$ cat config.mk
export PLATFORM = sky130hd
export DESIGN_NAME = corr_peak_detector_flat
export DESIGN_NICKNAME = d
export VERILOG_FILES = /design/src/rtl/corr_peak_detector_if.sv /design/src/rtl/corr_peak_detector.sv /design/src/flat_wrapper.sv
export SDC_FILE = /design/constraint.sdc
export NUM_CORES = 1
export LEC_CHECK = 0
export CAP_MARGIN = 40
export CORE_UTILIZATION = 50
export DETAILED_ROUTE_END_ITERATION = 6
export PLACE_DENSITY = 0.73
export REMOVE_ABC_BUFFERS = 1
export SETUP_SLACK_MARGIN = 0.4
export SLEW_MARGIN = 20
export SYNTH_ARGS = -nofsm -noshare
export SYNTH_HDL_FRONTEND = slang
export SYNTH_SLANG_ARGS = --single-unit
$ cat constraint.sdc
create_clock -name clk -period 8.3 [get_ports clk]
set_input_delay 2.49 -clock clk [delete_from_list [all_inputs] [get_ports clk]]
set_output_delay 2.49 -clock clk [all_outputs]
set_load 0.01 [all_outputs]
$ cat src/rtl/corr_peak_detector_if.sv
// rtl/corr_peak_detector_if.sv - sample/result bundle between the preamble correlator and the peak detector
//
// Purpose: carries one correlator sample per enabled clock into the peak
// detector, and carries the lock result back to the symbol-timing logic.
//
// Signals:
//   ena        sample enable, one sample per clk edge with ena=1
//   restart    synchronous abort/re-arm, acts on any clk edge
//   CR_in_Re   correlator real output, 7-bit two's complement
//   CR_in_Im   correlator imaginary output, 7-bit two's complement
//   sync_pulse one-clk pulse on lock
//   locked     level, high from lock until restart/reset
//   peak_mag   magnitude of the confirmed second peak
//   peak_off   signed offset of the second peak from its nominal position
//
// Modports:
//   master     sample source / result consumer
//   slave      the peak detector
interface corr_peak_detector_if;
  logic       ena;
  logic       restart;
  logic [6:0] CR_in_Re;
  logic [6:0] CR_in_Im;
  logic       sync_pulse;
  logic       locked;
  logic [7:0] peak_mag;
  logic [3:0] peak_off;

  modport master (
    output ena,
    output restart,
    output CR_in_Re,
    output CR_in_Im,
    input  sync_pulse,
    input  locked,
    input  peak_mag,
    input  peak_off
  );

  modport slave (
    input  ena,
    input  restart,
    input  CR_in_Re,
    input  CR_in_Im,
    output sync_pulse,
    output locked,
    output peak_mag,
    output peak_off
  );
endinterface

$ cat src/rtl/corr_peak_detector.sv
// rtl/corr_peak_detector.sv - two-peak preamble timing acquisition with lock reporting
//
// Purpose: forms an L1 magnitude from each enabled correlator sample, finds
// the strongest above-threshold sample in a short window after a trigger
// (first peak), then looks for a qualifying second peak one training-symbol
// period later within +/-TOL samples. On confirmation it pulses sync_pulse,
// raises locked and reports the second peak's magnitude and offset.
//
// Parameters:
//   THRESH  minimum qualifying magnitude (>=)
//   WIN     first-peak search window length in samples, from the trigger
//   PERIOD  nominal first-to-second peak spacing in samples
//   TOL     +/- tolerance on the spacing
//   Legal: 1 <= TOL <= 7, 1 <= WIN <= PERIOD-TOL, PERIOD+WIN+TOL <= 255
//
// Ports:
//   clk     sole clock, rising edge
//   rst     asynchronous active-low reset
//   bus     corr_peak_detector_if.slave (samples in, lock result out)
module corr_peak_detector #(
  parameter logic [7:0] THRESH = 8'd40,
  parameter int         WIN    = 8,
  parameter int         PERIOD = 64,
  parameter int         TOL    = 2
) (
  input  logic                 clk,
  input  logic                 rst,
  corr_peak_detector_if.slave  bus
);

  typedef enum logic [2:0] {
    SEARCH = 3'd0,
    PK1    = 3'd1,
    GAP    = 3'd2,
    CONF   = 3'd3,
    LOCK   = 3'd4
  } state_t;

  // All index arithmetic fits in 8 bits given the legal parameter range:
  // the largest index ever reached is (WIN-1)+PERIOD+TOL <= 254.
  localparam logic [7:0] WIN_LAST = 8'(WIN - 1);
  localparam logic [7:0] LO_OFS   = 8'(PERIOD - TOL);
  localparam logic [7:0] HI_OFS   = 8'(PERIOD + TOL);
  localparam logic [7:0] PER8     = 8'(PERIOD);

  state_t     state_q;
  logic [7:0] mag_q;
  logic [7:0] scnt_q;
  logic [7:0] max1_q;
  logic [7:0] p1_q;
  logic [7:0] max2_q;
  logic [7:0] p2_q;
  logic       found_q;
  logic       sync_pulse_q;
  logic       locked_q;
  logic [7:0] peak_mag_q;
  logic [3:0] peak_off_q;

  logic [7:0] mag_d;
  logic [7:0] cur_idx;
  logic [7:0] nxt_idx;
  logic       qual;
  logic [7:0] max1_d;
  logic [7:0] p1_d;
  logic [7:0] max2_d;
  logic [7:0] p2_d;
  logic       found_d;
  logic [7:0] conf_lo;
  logic [7:0] conf_hi;
  logic [3:0] peak_off_d;

  // |v| for a 7-bit two's complement value; |-64| = 64 needs the 8th bit.
  function automatic logic [7:0] abs7(input logic [6:0] v);
    logic [7:0] sx;
    sx = {v[6], v};
    abs7 = v[6] ? (~sx + 8'd1) : sx;
  endfunction

  always_comb begin
    mag_d   = abs7(bus.CR_in_Re) + abs7(bus.CR_in_Im);
    // scnt_q holds the index of the last consumed sample; the sample being
    // consumed now is one past it.
    cur_idx = scnt_q + 8'd1;
    nxt_idx = scnt_q + 8'd2;
    qual    = (mag_q >= THRESH);

    max1_d = max1_q;
    p1_d   = p1_q;
    if (state_q == PK1 && mag_q > max1_q) begin
      max1_d = mag_q;
      p1_d   = cur_idx;
    end

    // Only qualifying samples compete; the first one always wins because
    // nothing has been found yet, later ones need a strictly larger value.
    max2_d  = max2_q;
    p2_d    = p2_q;
    found_d = found_q;
    if (state_q == CONF && qual && (!found_q || mag_q > max2_q)) begin
      max2_d  = mag_q;
      p2_d    = cur_idx;
      found_d = 1'b1;
    end

    // The window start is judged against p1 including an update on the
    // last PK1 sample, so PK1 can hand straight over to CONF.
    conf_lo    = p1_d + LO_OFS;
    conf_hi    = p1_q + HI_OFS;
    peak_off_d = 4'(p2_d - p1_q - PER8);
  end

  always_ff @(posedge clk or negedge rst) begin
    if (!rst) begin
      state_q      <= SEARCH;
      mag_q        <= 8'd0;
      scnt_q       <= 8'd0;
      max1_q       <= 8'd0;
      p1_q         <= 8'd0;
      max2_q       <= 8'd0;
      p2_q         <= 8'd0;
      found_q      <= 1'b0;
      sync_pulse_q <= 1'b0;
      locked_q     <= 1'b0;
      peak_mag_q   <= 8'd0;
      peak_off_q   <= 4'd0;
    end else begin
      // One clk wide regardless of ena.
      sync_pulse_q <= 1'b0;

      // The magnitude stage keeps running in every state, including LOCK.
      if (bus.ena) begin
        mag_q <= mag_d;
      end

      if (bus.restart) begin
        // Overrides any lock event on the same edge; results are held.
        state_q  <= SEARCH;
        scnt_q   <= 8'd0;
        max1_q   <= 8'd0;
        max2_q   <= 8'd0;
        found_q  <= 1'b0;
        locked_q <= 1'b0;
      end else if (bus.ena) begin
        case (state_q)
          SEARCH: begin
            if (qual) begin
              scnt_q  <= 8'd0;
              max1_q  <= mag_q;
              p1_q    <= 8'd0;
              max2_q  <= 8'd0;
              found_q <= 1'b0;
              // With a one-sample window the trigger is also the last
              // first-peak sample.
              if (WIN == 1) begin
                state_q <= (LO_OFS == 8'd1) ? CONF : GAP;
              end else begin
                state_q <= PK1;
              end
            end
          end

          PK1: begin
            scnt_q <= cur_idx;
            max1_q <= max1_d;
            p1_q   <= p1_d;
            if (cur_idx == WIN_LAST) begin
              state_q <= (nxt_idx == conf_lo) ? CONF : GAP;
            end
          end

          GAP: begin
            scnt_q <= cur_idx;
            if (nxt_idx == conf_lo) begin
              state_q <= CONF;
            end
          end

          CONF: begin
            scnt_q  <= cur_idx;
            max2_q  <= max2_d;
            p2_q    <= p2_d;
            found_q <= found_d;
            if (cur_idx == conf_hi) begin
              if (found_d) begin
                state_q      <= LOCK;
                peak_mag_q   <= max2_d;
                peak_off_q   <= peak_off_d;
                sync_pulse_q <= 1'b1;
                locked_q     <= 1'b1;
              end else begin
                // The next sample is evaluated in SEARCH and may re-trigger.
                state_q <= SEARCH;
              end
            end
          end

          LOCK: begin
            state_q <= LOCK;
          end

          default: begin
            state_q <= SEARCH;
          end
        endcase
      end
    end
  end

  assign bus.sync_pulse = sync_pulse_q;
  assign bus.locked     = locked_q;
  assign bus.peak_mag   = peak_mag_q;
  assign bus.peak_off   = peak_off_q;

endmodule

$ cat src/flat_wrapper.sv
// flat-port wrapper written by rule: the top's interface ports become plain ports
module corr_peak_detector_flat 
#(
  parameter logic [7:0] THRESH = 8'd40,
  parameter int         WIN    = 8,
  parameter int         PERIOD = 64,
  parameter int         TOL    = 2
)
  (clk, rst, bus_ena, bus_restart, bus_CR_in_Re, bus_CR_in_Im, bus_sync_pulse, bus_locked, bus_peak_mag, bus_peak_off);
  corr_peak_detector_if bus_i ();
  input  logic clk;
  input  logic rst;
  input wire logic [$bits(bus_i.ena)-1:0] bus_ena;
  input wire logic [$bits(bus_i.restart)-1:0] bus_restart;
  input wire logic [$bits(bus_i.CR_in_Re)-1:0] bus_CR_in_Re;
  input wire logic [$bits(bus_i.CR_in_Im)-1:0] bus_CR_in_Im;
  output wire logic [$bits(bus_i.sync_pulse)-1:0] bus_sync_pulse;
  output wire logic [$bits(bus_i.locked)-1:0] bus_locked;
  output wire logic [$bits(bus_i.peak_mag)-1:0] bus_peak_mag;
  output wire logic [$bits(bus_i.peak_off)-1:0] bus_peak_off;
  assign bus_i.ena = bus_ena;
  assign bus_i.restart = bus_restart;
  assign bus_i.CR_in_Re = bus_CR_in_Re;
  assign bus_i.CR_in_Im = bus_CR_in_Im;
  assign bus_sync_pulse = bus_i.sync_pulse;
  assign bus_locked = bus_i.locked;
  assign bus_peak_mag = bus_i.peak_mag;
  assign bus_peak_off = bus_i.peak_off;
  corr_peak_detector #(.THRESH(THRESH), .WIN(WIN), .PERIOD(PERIOD), .TOL(TOL)) u_core (.clk(clk), .rst(rst), .bus(bus_i));
endmodule
Word-level counts from Yosys, hierarchy flattened
Cells that the tools add are included.

$add $sub $neg: 9. Order comparisons: 3. Equal/unequal tests: 13. Multiplexer cells: 42. Bitwise operators: 3. Reductions and logical operators: 23.

Operators by type and width (count): $mux W8 (14); $pmux W8 S2 (4); $add A8 B1 Y8 const B (3); $mux W3 (7); $eq A8 B8 Y1 (2); $gt A8 B8 Y1 (2); $not A8 Y8 (2); $mux W1 (15); $pmux W3 S5 (1); $reduce_and A4 Y1 (3); $reduce_and A5 Y1 (2); $reduce_bool A2 Y1 (5); $ne A3 B3 Y1 const B (3); $reduce_and A3 Y1 (3); $reduce_bool A3 Y1 (3); $add A8 B2 Y8 const B (1); $add A8 B6 Y8 const B (1); $add A8 B7 Y8 const B (1); $add A8 B8 Y8 (1); $eq A8 B3 Y1 const B (1); $ge A8 B6 Y1 const B (1); $eq A3 B2 Y1 const B (2); $ne A3 B2 Y1 const B (2); $sub A4 B1 Y4 const B (1); other kinds (11) (13).

Register bits: 66. Input port bits: 18. Output and inout port bits: 14.

Logic depth before layout (Yosys ltp)
Depth after elaboration: 10. Depth in mapped cells: 16.

Least setup slack after synthesis
OpenSTA, ideal clock, no wires.

Path type: input -> register. Start: input port bus_CR_in_Im[1]. End: register u_core.mag_q[6]. Setup time: 0.125 ns. Data arrival time: 4.287 ns. Required time: 8.175 ns. Setup slack: 3.888 ns. Cell stages on the path: 13. Path through: inv_1 -> ha_1 -> nand2_1 -> o21ai_0 -> inv_1 -> fa_1 -> inv_1 -> a21oi_1 -> o21bai_1 -> a21o_1 -> a21oi_1 -> xnor2_1 -> mux2_2.

Cells in the longest elaborated chain, start to end: 4.

Ends and longest elaborated chain: from (decl) (RTL line flat_wrapper.sv:16) `input wire logic [$bits(bus_i.CR_in_Im)-1:0] bus_CR_in_Im;`; $not A8 Y8 (RTL line corr_peak_detector.sv:76) `abs7 = v[6] ? (~sx + 8'd1) : sx;`; $add A8 B1 Y8 (RTL line corr_peak_detector.sv:76); $mux W8 (*) (RTL line corr_peak_detector.sv:76); $add A8 B8 Y8 (*) (RTL line corr_peak_detector.sv:80) `mag_d = abs7(bus.CR_in_Re) + abs7(bus.CR_in_Im);`; to (signal assigned) (RTL line corr_peak_detector.sv:132) `mag_q <= mag_d;`; to (decl) (RTL line corr_peak_detector.sv:47) `logic [7:0] mag_q;`.

Every way passes the cells marked *; elsewhere a longest branch is shown, timed or not. A chain may end at the register's enable or synchronous reset.

Final worst setup path
Start: input port bus_CR_in_Im[0]. End: register u_core.mag_q[6].

The elaborated chain is that of the path after synthesis.

==> results.sh <==
export IMPL_port_buffers=31
export IMPL_antennaDiodeCount=0
export IMPL_routedWlPerCell_um=15.7
export IMPL_synth_edff_count=0
export IMPL_cp_max_fo=3
export IMPL_max_slew_worst_pin_slew_ns=0.852
export IMPL_report_power_total_mw=1.15
export IMPL_htree_levels=3
export IMPL_hold_viol=0
export IMPL_critPathRequiredTime_ns=8.53
export IMPL_cts_setup_buffers=0
export IMPL_ir_worst_vdd_uv=178
export IMPL_final_cell_mix="62 x dfrtp_1, 40 x inv_1, 36 x nand2_1"
export IMPL_start_util_pct=52.5
export IMPL_slowest_delay_ns=0.51
export IMPL_fp_row_count=33
export IMPL_highest_layer="met4"
export IMPL_crit_path_frequent_cell="inv_1"
export IMPL_maxCapViolCount=0
export IMPL_critical_path_class="in2reg"
export IMPL_cts_clk_slew_worst_paths_ns=0.06
export IMPL_io_pin_count=32
export IMPL_first_global_vias=3501
export IMPL_worstRegToRegCells=12
export IMPL_clockPowerShare_pct=29.4
export IMPL_synth_warnings=0
export IMPL_dp_hpwl_um=6970
export IMPL_die_w_um=95.6
export IMPL_cts_buffers=9
export IMPL_routedLengthMet1_um=4350
export IMPL_slew_headroom_pct=43.0
export IMPL_clk_latency_ns=0.35
export IMPL_status="finished, final reports clean"
export IMPL_cts_hold_buffers=0
export IMPL_clockBufferDepth=2
export IMPL_netlist_instances=471
export IMPL_cts_tree="done"
export IMPL_hold_depth=1
export IMPL_root_buffer="clkbuf_8"
export IMPL_arrival_ns=5.00
export IMPL_powerDensity_nw_per_um2=228
export IMPL_syn_avg_cell_area_sq_um=9.30
export IMPL_fmax_ghz=0.210
export IMPL_antenna_found_initial=0
export IMPL_slowest_stage="clkdlybuf4s50_1"
export IMPL_area_growth_syn_to_layout_pct=14.9
export IMPL_fillCellCount=713
export IMPL_wl_um=9600
export IMPL_synth_seq_cells=62
export IMPL_power_share_combinational_pct=35.3
export IMPL_vias=3531
export IMPL_p_leak_nw=2.19
export IMPL_ys_flop_type="dfrtp_1"
export IMPL_min_path_type="reg2reg"
export IMPL_cp_start_kind="input port"
export IMPL_layout_drive_gt1_share_pct=9.70
export IMPL_grt_max_degree=63
export IMPL_wl_met2_um=4570
export IMPL_p_seq_share_pct=35.3
export IMPL_setup_viol=0
export IMPL_fp_dieArea_sq_um=9140
export IMPL_intPower_mw=0.736
export IMPL_grt_first_pass_wirelength_um=16300
export IMPL_gp_congestion=0.886
export IMPL_drv_slew=0
export IMPL_fin_nets=553
export IMPL_setup_tns_final_ns=0
export IMPL_die_y_um=95.6
export IMPL_fin_skew_ns=0.0134
export IMPL_coreArea_sq_um=8340
export IMPL_synth_distinct_cells=53
export IMPL_period_share_pct=57.4
export IMPL_drt_iter0_drc=140
export IMPL_grtUsageTotal_pct=23.4
export IMPL_cts_sinks=62
export IMPL_drc=0
export IMPL_ant_nets=0
export IMPL_async_flop_share_pct=100
export IMPL_switching_power_mw=0.414
export IMPL_end_kind="register"
export IMPL_dr_pass1_iters=4
export IMPL_rsz0062_at_grt="no"
export IMPL_path_cells="clkdlybuf4s50_1 > inv_1 > ha_1 > nand2_1 > o21ai_0 > inv_1 > fa_1 > inv_1 > a21oi_1 > o21bai_1 > a21o_1 > a21oi_1 > xnor2_1 > mux2_2"
export IMPL_swShare_pct=36.0
export IMPL_layout_commonest_cell="dfrtp_1"
export IMPL_seq_area_frac_synth_pct=35.4
export IMPL_synth_area_sq_um=4380
export IMPL_via_per_inst=5.79
export IMPL_grt_overflow=0
export IMPL_layout_min_cycle_time_ns=4.77
export IMPL_cts_resized=0
export IMPL_wl_met3_um=545
## registers in the layout (all words and copies together) (netlist names), 4 cells and up
signal / cells
u_core.bus.peak_mag: 8
u_core.mag_q: 8
u_core.max1_q: 8
u_core.max2_q: 8
u_core.p1_q: 8
u_core.scnt_q: 8
u_core.bus.peak_off: 4
u_core.p2_q: 4
## power by group through the flow
stage          Combinational [mW]  Sequential [mW]  Clock (mW)
5_1_grt                     0.462            0.412       0.355
4_1_cts                     0.404            0.405       0.344
3_3_place_gp                0.383            0.408           0
2_1_floorplan               0.304            0.388           0
6_report                    0.406            0.406       0.338
3_5_place_dp                0.398            0.410           0
## kinds of logic (layout without fill, tap and decap cells)
kind of cell | count (synthesis) | count (layout) | share of synthesized area (%)
AOI/OAI and AO/OA | 105 | 105 | 16.1
xor gates and xnor gates | 48 | 48 | 10.1
adders and majority gates | 35 | 35 | 10.3
buffers and inverters | 59 | 93 | 5.74
DFF | 62 | 62 | 35.4
muxes | 29 | 29 | 6.85
and+or+nand+nor | 133 | 133 | 15.4
## synth_stat cells, drive strengths merged, types with 4 or more instances
master	number	area share, %
a21o	7	1.2
a21oi	28	3.9
a22o	11	2.2
buf	10	1.5
clkbuf	8	0.69
dfrtp	62	35
ha	33	9.4
inv	41	3.5
mux2	8	2.1
mux2i	21	4.8
nand2	36	3.1
nand2b	6	0.86
nand3	14	1.6
nand4	6	1.0
nor2	34	2.9
nor2b	5	0.77
nor3	10	1.1
nor4	4	0.71
o211ai	4	0.69
o21ai	28	3.2
o22ai	5	0.71
o31ai	8	1.4
xnor2	37	7.7
xor2	11	2.4
## metal layers
metal	vias up	track usage (%)
met1	1723	31.4
met2	87	38.1
met5	-	0
met3	14	4.70
li1	1707	-
met4	0	7.09
## through the flow
| stage | util [%] | instances | cell area [sq um] | hold WS, ns | worst slack, ns |
|---|---|---|---|---|---|
| 2_1_floorplan | - | 453 | 4280 | 0.450 | 3.87 |
| 3_3_place_gp | 57.0 | 593 | 4760 | 0.466 | 3.28 |
| 3_5_place_dp | 57.0 | 593 | 4760 | 0.482 | 3.19 |
| 4_1_cts | 60.0 | 609 | 5010 | 0.500 | 3.56 |
| 5_1_grt | 60.4 | 610 | 5030 | 0.514 | 3.34 |
| 6_report | 60.4 | 610 | 5030 | 0.492 | 3.53 |
## worst max-delay path: cells and delay by family
family                   cells  cell delay (ns)
AO/OA/AOI/OAI                5             0.60
XOR/XNOR                     1             0.12
adder cells (fa/ha/maj)      2             0.73
AND/OR/NAND/NOR              1             0.05
buffers and inverters        4             0.75
multiplexers                 1             0.26
## final timing paths
kind                                    from           endpoint  slack, ns
setup reg to reg             u_core.mag_q[7]  u_core.state_q[0]       4.66
hold / removal             u_core.bus.locked  u_core.bus.locked       0.49
min in group asynchronous                rst   u_core.max2_q[1]       2.02
setup / recovery             bus_CR_in_Im[0]    u_core.mag_q[6]       3.53
hold reg to reg            u_core.bus.locked  u_core.bus.locked       0.49
max in group asynchronous                rst   u_core.max1_q[7]       5.79
## cell type report
type                    instances  area, sq um  area share (%)
multi-input cells             350         2580            51.4
flip-flops and latches         62         1550            30.8
repair buffers                 36          363            7.21
clock buffers                  13          159            3.16
inverters                      41          154            3.06
well taps                     105          131            2.61
clock inverters                 3         90.1            1.79
Power figures use the tool's default switching activity.
